==> config.mk <==
export PLATFORM = sky130hd
export DESIGN_NAME = grid_cursor_controller
export DESIGN_NICKNAME = d
export VERILOG_FILES = /design/src/rtl/grid_cursor_controller.sv
export SDC_FILE = /design/constraint.sdc
export NUM_CORES = 1
export LEC_CHECK = 0
export BUFFER_PORTS_ARGS = -buffer_cell sky130_fd_sc_hd__buf_4
export CAP_MARGIN = 20
export CORE_MARGIN = 2
export CORE_UTILIZATION = 44
export CTS_CLUSTER_SIZE = 8
export DETAILED_ROUTE_END_ITERATION = 10
export PLACE_DENSITY = 0.72
export SETUP_SLACK_MARGIN = 0.05
export SLEW_MARGIN = 20
export SYNTH_ARGS = -nofsm -noshare
export SYNTH_HDL_FRONTEND = slang
export SYNTH_SLANG_ARGS = --single-unit
export TNS_END_PERCENT = 1
==> constraint.sdc <==
create_clock -name clk -period 6.9 [get_ports clk]
set_input_delay 1.035 -clock clk [delete_from_list [all_inputs] [get_ports clk]]
set_output_delay 1.035 -clock clk [all_outputs]
set_load 0.01 [all_outputs]
==> src/rtl/grid_cursor_controller.sv <==
// Central row/column cursor for the Game of Life setup grid: press-edge moves,
// hold-to-repeat, optional edge wrap, select/toggle requests and a sticky
// in-game lockout.
module grid_cursor_controller #(
  parameter int unsigned ROWS         = 16,
  parameter int unsigned COLS         = 16,
  parameter int unsigned WRAP         = 1,
  parameter int unsigned REPEAT_DELAY = 8,
  parameter int unsigned REPEAT_RATE  = 4,
  localparam int unsigned RW = (ROWS > 1) ? $clog2(ROWS) : 1,
  localparam int unsigned CW = (COLS > 1) ? $clog2(COLS) : 1
) (
  input  logic                 clk,
  input  logic                 reset,
  input  logic                 leftButton,
  input  logic                 rightButton,
  input  logic                 upButton,
  input  logic                 downButton,
  input  logic                 selectButton,
  input  logic                 startGameSwitch,
  output logic [RW-1:0]        cursorRow,
  output logic [CW-1:0]        cursorCol,
  output logic [ROWS*COLS-1:0] redLEDs,
  output logic                 toggleValid,
  output logic [RW-1:0]        toggleRow,
  output logic [CW-1:0]        toggleCol,
  output logic                 inGame
);

  localparam int unsigned NCELL  = ROWS * COLS;
  localparam int unsigned IW     = (NCELL > 1) ? $clog2(NCELL) : 1;
  localparam int unsigned CNTMAX = (REPEAT_DELAY > REPEAT_RATE) ? REPEAT_DELAY : REPEAT_RATE;
  localparam int unsigned CNTW   = $clog2(CNTMAX + 1);

  localparam logic [1:0] IDLE    = 2'd0;
  localparam logic [1:0] HELD    = 2'd1;
  localparam logic [1:0] REPEAT  = 2'd2;
  localparam logic [1:0] IN_GAME = 2'd3;

  localparam logic [1:0] DIR_LEFT  = 2'd0;
  localparam logic [1:0] DIR_RIGHT = 2'd1;
  localparam logic [1:0] DIR_UP    = 2'd2;
  localparam logic [1:0] DIR_DOWN  = 2'd3;

  localparam logic [CNTW-1:0] DELAY_LAST = CNTW'(REPEAT_DELAY - 1);
  localparam logic [CNTW-1:0] RATE_LAST  = CNTW'(REPEAT_RATE - 1);

  logic [1:0]       state, stateNext;
  logic [CNTW-1:0]  repeatCount, countNext;
  logic [1:0]       lastDir, lastDirNext;
  logic             prevSelect;
  logic [RW-1:0]    rowNext, rowMoved;
  logic [CW-1:0]    colNext, colMoved;
  logic [NCELL-1:0] ledNext;
  logic [IW-1:0]    cellIndex;
  logic             toggleValidNext;
  logic [RW-1:0]    toggleRowNext;
  logic [CW-1:0]    toggleColNext;
  logic             inGameNext;
  logic             dirValid;
  logic [1:0]       dirCode;
  logic             selectRise;
  logic             doMove;

  // Exactly one movement button qualifies as a direction; encode which one.
  always_comb begin
    dirValid = ((3'(leftButton) + 3'(rightButton) + 3'(upButton) + 3'(downButton)) == 3'd1);
    dirCode  = DIR_DOWN;
    if (leftButton)       dirCode = DIR_LEFT;
    else if (rightButton) dirCode = DIR_RIGHT;
    else if (upButton)    dirCode = DIR_UP;
  end

  assign selectRise = selectButton & ~prevSelect;

  // Candidate cursor position one step in the current direction, wrapping or saturating.
  always_comb begin
    rowMoved = cursorRow;
    colMoved = cursorCol;
    case (dirCode)
      DIR_LEFT:  colMoved = (cursorCol == '0) ? ((WRAP != 0) ? CW'(COLS - 1) : '0)
                                              : CW'(cursorCol - CW'(1));
      DIR_RIGHT: colMoved = (cursorCol == CW'(COLS - 1)) ? ((WRAP != 0) ? '0 : CW'(COLS - 1))
                                                         : CW'(cursorCol + CW'(1));
      DIR_UP:    rowMoved = (cursorRow == '0) ? ((WRAP != 0) ? RW'(ROWS - 1) : '0)
                                              : RW'(cursorRow - RW'(1));
      default:   rowMoved = (cursorRow == RW'(ROWS - 1)) ? ((WRAP != 0) ? '0 : RW'(ROWS - 1))
                                                         : RW'(cursorRow + RW'(1));
    endcase
  end

  // Next-state and next-output logic for the press/hold/repeat/lockout FSM.
  always_comb begin
    stateNext       = state;
    countNext       = repeatCount;
    lastDirNext     = lastDir;
    toggleValidNext = 1'b0;
    toggleRowNext   = toggleRow;
    toggleColNext   = toggleCol;
    inGameNext      = inGame;
    doMove          = 1'b0;

    if (state != IN_GAME) begin
      if (startGameSwitch) begin
        stateNext  = IN_GAME;
        inGameNext = 1'b1;
      end else begin
        toggleValidNext = selectRise;
        if (selectRise) begin
          toggleRowNext = cursorRow;
          toggleColNext = cursorCol;
        end
        case (state)
          IDLE: begin
            if (dirValid) begin
              doMove      = 1'b1;
              stateNext   = HELD;
              countNext   = '0;
              lastDirNext = dirCode;
            end
          end
          HELD, REPEAT: begin
            if (!dirValid) begin
              stateNext = IDLE;
              countNext = '0;
            end else if (dirCode != lastDir) begin
              doMove      = 1'b1;
              stateNext   = HELD;
              countNext   = '0;
              lastDirNext = dirCode;
            end else if (state == HELD) begin
              if (REPEAT_DELAY != 0) begin
                if (repeatCount == DELAY_LAST) begin
                  doMove    = 1'b1;
                  stateNext = REPEAT;
                  countNext = '0;
                end else begin
                  countNext = CNTW'(repeatCount + CNTW'(1));
                end
              end
            end else begin
              if (repeatCount == RATE_LAST) begin
                doMove    = 1'b1;
                countNext = '0;
              end else begin
                countNext = CNTW'(repeatCount + CNTW'(1));
              end
            end
          end
          default: ;
        endcase
      end
    end

    rowNext   = doMove ? rowMoved : cursorRow;
    colNext   = doMove ? colMoved : cursorCol;
    cellIndex = IW'(IW'(rowNext) * IW'(COLS) + IW'(colNext));
    ledNext   = inGameNext ? '0 : (NCELL'(1) << cellIndex);
  end

  // State and output registers.
  always_ff @(posedge clk) begin
    if (reset) begin
      state       <= IDLE;
      repeatCount <= '0;
      lastDir     <= DIR_LEFT;
      prevSelect  <= 1'b0;
      cursorRow   <= '0;
      cursorCol   <= '0;
      redLEDs     <= NCELL'(1);
      toggleValid <= 1'b0;
      toggleRow   <= '0;
      toggleCol   <= '0;
      inGame      <= 1'b0;
    end else begin
      state       <= stateNext;
      repeatCount <= countNext;
      lastDir     <= lastDirNext;
      prevSelect  <= selectButton;
      cursorRow   <= rowNext;
      cursorCol   <= colNext;
      redLEDs     <= ledNext;
      toggleValid <= toggleValidNext;
      toggleRow   <= toggleRowNext;
      toggleCol   <= toggleColNext;
      inGame      <= inGameNext;
    end
  end

endmodule

Word level (Yosys, flattened, before mapping)
Cells that the tools add are included.
Widths: inputs -> output; s select.
Storage, ports and cells
  flip-flop bits (word level): 283
Cells by class
  bitwise operators: 4
  add/subtract/negate cells: 9
  equality and inequality tests: 17
  shift-type cells: 1
  multiplexer cells: 41
  reductions and logical operators: 14
Operators with widths (count)
  $shl 1x8->256 const A: 1
  $mux 4: 12
  $pmux 4 s2: 3
  $mux 2: 11
  $add 4x1->4 const B: 3
  $mux 1: 12
  $ne 5x5->1 const B: 2
  $add 8x4->8: 1
  $eq 4x4->1 const B: 2
  $logic_not 4->1: 2
  $ne 2x2->1 const B: 4
  $pmux 2 s2: 2
  $sub 4x1->4 const B: 2
  $reduce_and 6->1: 1
  $reduce_or 2->1: 3
  $reduce_and 5->1: 1
  $eq 2x1->1 const B: 2
  $eq 2x2->1 const B: 2
  $eq 4x2->1 const B: 1
  $eq 4x3->1 const B: 1
  $logic_not 2->1: 2
  $reduce_and 4->1: 1
  $add 2x1->3: 1
  $add 3x1->3: 1
  11 further kinds: 13

Depth between registers and ports, before layout
  word-level depth: 13
  depth in mapped cells: 15

Least setup slack after synthesis
OpenSTA, ideal clock, no wires.
  path type: input -> register
  start point: in leftButton
  end point: reg redLEDs[130]
  path slack: 2.839 ns
  setup time: 0.066 ns
  cell stages on the path: 14
  arrival time: 3.995 ns
  cell sequence: inv_2 > fa_1 > inv_1 > ha_1 > ha_1 > nor3b_2 > and3b_1 > nand2_1 > clkbuf_1 > or4_1 > a21oi_1 > nand2_1 > clkbuf_1 > nor2_1
On the way
  cells in the longest elaborated chain, start to end: 11
Ends and longest elaborated chain
  start, declared: line 15  | input logic leftButton,
  $add 1x1->2: line 67  | dirValid = ((3'(leftButton) + 3'(rightButton) + 3'(upButton) + 3'(downButton)) == 3'd1);
  $add 2x1->3: line 67
  $add 3x1->3: line 67
  $eq 3x1->1: line 67
  $mux 1, on equally long branches: line 123, 115
  $pmux 1 s2: line 113  | case (state)
  $mux 1: line 104  | if (startGameSwitch) begin
  $mux 1: line 103  | if (state != IN_GAME) begin
  $mux 4, on equally long branches: line 156, 155
  $add 8x4->8 *: line 157  | cellIndex = IW'(IW'(rowNext) * IW'(COLS) + IW'(colNext));
  $shl 1x8->256 *: line 158  | ledNext = inGameNext ? '0 : (NCELL'(1) << cellIndex);
  end signal, assigned: line 182  | redLEDs <= ledNext;
  end, declared: line 23  | output logic [ROWS*COLS-1:0] redLEDs,
Mark *: on every way between the ends. The rest lies on a longest branch, timed or not.
A chain may end at the register's enable or synchronous reset.

Worst setup path after layout
  start point: in leftButton
  end point: reg redLEDs[121]
Same word-level chain as after synthesis.

==> results.yml <==
outcome:
  outcome: "complete, no violations"
worst_setup_path:
  path_cells: "buf_4, inv_2, fa_1, inv_1, ha_1, ha_1, nor3b_2, and3b_1, and2_1, nand2_1, o211ai_1, nand3_1, nor2_1"
  max_stage_delay_ps: 900
  worstPathArrival_ps: 5220
  crit_buf_inv: 3
  crit_cells: 13
  required_ps: 7340
  crit_family: "simple AND/OR/NAND/NOR gates"
  slowest_stage: "o211ai_1"
  reg2regPathDepth: 8
  worstPathMaxFanout: 11
  critPathKind: "in2reg"
  endpoint_kind: "flip-flop"
  start_kind: "primary input"
  crit_top_cell: "ha_1"
logic_synthesis:
  yosys-top-cells-area: "dfxtp_1, nor2_1, nor3_1"
  synth_top_cell_by_area: "dfxtp_1"
  synth_edf_count: 0
  synth_cells: 927
  synth_commonest_cells: "dfxtp_1, nor2_1, nor3_1, nand2_1, a21oi_1"
  synth_cell_types: 67
  ys_ff_latch: 283
  synthFlopType: "dfxtp_1"
  yosysSeqAreaShare_pct: 63.01
  avgSynthCellArea_um2: 9.699
  ys_warn_count: 0
  synth_nets: 947
  yosysMostFrequentCell: "dfxtp_1"
  synth_top_area_share_pct: 63.01
  syn_area_um2: 8991
  async_reset_ff_share_pct: 0
timing:
  period_needed_ps: 4782
  worst_slack_ps: 2118
  setup_violations: 0
  tightest_slew_ps: 1131
  drv_slew: 0
  rsz0062_at_grt: "false"
  fin_tns_setup_ps: 0
  relSlewSlack_pct: 24.34
  period_share_pct: 69.31
  fmax_mhz: 209.1
  fin_skew_ps: 14.99
  hold_viol_final: 0
cts:
  hold_buffers: 0
  htree_levels: 2
  cts_setup_buffers: 0
  cts_resized: 0
  clock_latency_ps: 520
  cts.path.max_buffers: 3
  path_clk_slew_ps: 50
  cts_tree: "done"
  cts_sinks: 283
  clockRootBuffer: "clkbuf_16"
  cts_buffers: 41
floorplanning:
  die_width_um: 147.0
  die_h_um: 147.0
  core_um2: 20170
  rows: 52
  start_util_pct: 44.58
  die_area_um2: 21590
  ioPinCount: 282
placed_design:
  routabilityCongestion: 0.9137
  dp.cells: 1429
  portBuffers: 281
  dp_slack_ps: 1539
  dp_hpwl_um: 18980
finish:
  fin_cells: 1477
  nNetsFinal: 1223
  fillers: 1678
  layout-drive-gt1-share_pct: 29.58
  final_util_pct: 61.57
  antennaDiodeCount: 0
  synthToLayoutAreaGrowth_pct: 38.12
min_path:
  min_path_cells: 2
  hold_class: "reg2reg"
grt:
  grt_max_degree: 37
  met1_usage_pct: 29.60
  track_usage_pct: 24.57
  met2_usage_pct: 42.61
  grt_pass1_wl_um: 41730
  antenna_found_initial: 0
  grt_pass1_vias: 7398
  grt_overflow: 0
  met3_usage_pct: 5.559
  gr-max-usage-layer: "met2"
pwr:
  powerDensity_nw_per_um2: 296.0
  power.leakage_nw: 5.173
  vdd_drop_max_v: 0.0002567
detailed_routing:
  vias: 7737
  totalWireLength_um: 27510
  avgViaCountPerCell: 5.238
  drt-wirelength-per-cell_um: 18.63
  route.detailed.drc: 0
  dr.pass1.iters: 5
  antenna_left: 0
  drtIter0Drc: 575
job:
  drv_cap: 0
==> registers in the layout, indices dropped and copies added, names as in the netlist <==
signal,flops
redLEDs,256
toggleRow,4
cursorRow,4
state,2
lastDir,2
toggleCol,4
repeatCount,4
prevSelect,1
cursorCol,4
inGame,1
toggleValid,1
==> power breakdown <==
group / total, mW / switching, mW / internal [mW]
Clock: 1.74 / 0.668 / 1.07
Sequential: 1.67 / 0.0152 / 1.65
Combinational: 0.269 / 0.184 / 0.0842
Total: 3.68 / 0.867 / 2.81
==> cell families (layout without fill, tap and decap cells) <==
group                      after synthesis  in the layout  share of synthesized area, %
buffers and inverters                   73            353                         3.493
DFF                                    283            283                         63.01
xor gates and xnor gates                 5              5                        0.4870
muxes                                    2              2                        0.2227
and+or+nand+nor                        434            434                         22.01
AOI/OAI and AO/OA                      118            118                         9.018
adders and majority gates               12             12                         1.753
==> layout by cell type (no fill, tap or decap), types with 10 or more instances in the layout <==
cell type,n
a21oi_1,33
dfxtp_1,283
nor3_1,73
nand2_1,51
nor2b_1,10
nor2_1,216
nand4_1,14
inv_1,14
nand2b_1,13
nand3_1,21
ha_1,11
clkbuf_16,41
buf_4,290
o21ai_0,21
==> final timing paths <==
path | from | to | slack (ps)
min reg2reg | toggleRow[0]$_SDFFE_PP0P_ | toggleRow[0]$_SDFFE_PP0P_ | 460
max | leftButton | redLEDs[121]$_SDFF_PP0_ | 2120
max reg2reg | cursorRow[0]$_SDFF_PP0_ | redLEDs[121]$_SDFF_PP0_ | 3120
min | toggleRow[0]$_SDFFE_PP0P_ | toggleRow[0]$_SDFFE_PP0P_ | 460
==> worst reg2reg max path: cells and delay by family, from the launching register on <==
family,cells,cell delay [ps]
compound gates,2,1030
buf+inv,1,190
simple gates,4,1370
fa+ha+maj,1,370
flops,1,740
==> routing by layer <==
metal / share of wire, % / vias up
li1: - / 3650
met3: 7.1 / 62
met4: 3.6 / 0
met5: 0 / -
met1: 40 / 3676
met2: 49 / 349
==> metrics by stage <==
step / power (mW) / hold slack, ps / area (µm²)
finish: 3.676 / 456.7 / 12420
global route: 3.799 / 491.1 / 12420
CTS: 3.691 / 458.8 / 12410
detailed placement: 1.956 / 449.9 / 11290
global placement: 1.955 / 446.3 / 11280
floorplan: 1.872 / 468.1 / 8991
==> cell type report <==
cell class / instances / area [µm²] / share of cell area, %
multi-input cells: 571 / 3050 / 24.56
clock inverters: 3 / 62.56 / 0.5038
well taps: 270 / 337.8 / 2.720
clock buffers: 44 / 1057 / 8.514
repair buffers: 291 / 2188 / 17.62
flip-flops and latches: 283 / 5665 / 45.62
inverters: 15 / 56.30 / 0.4534
(Power assumes the default switching activity.)
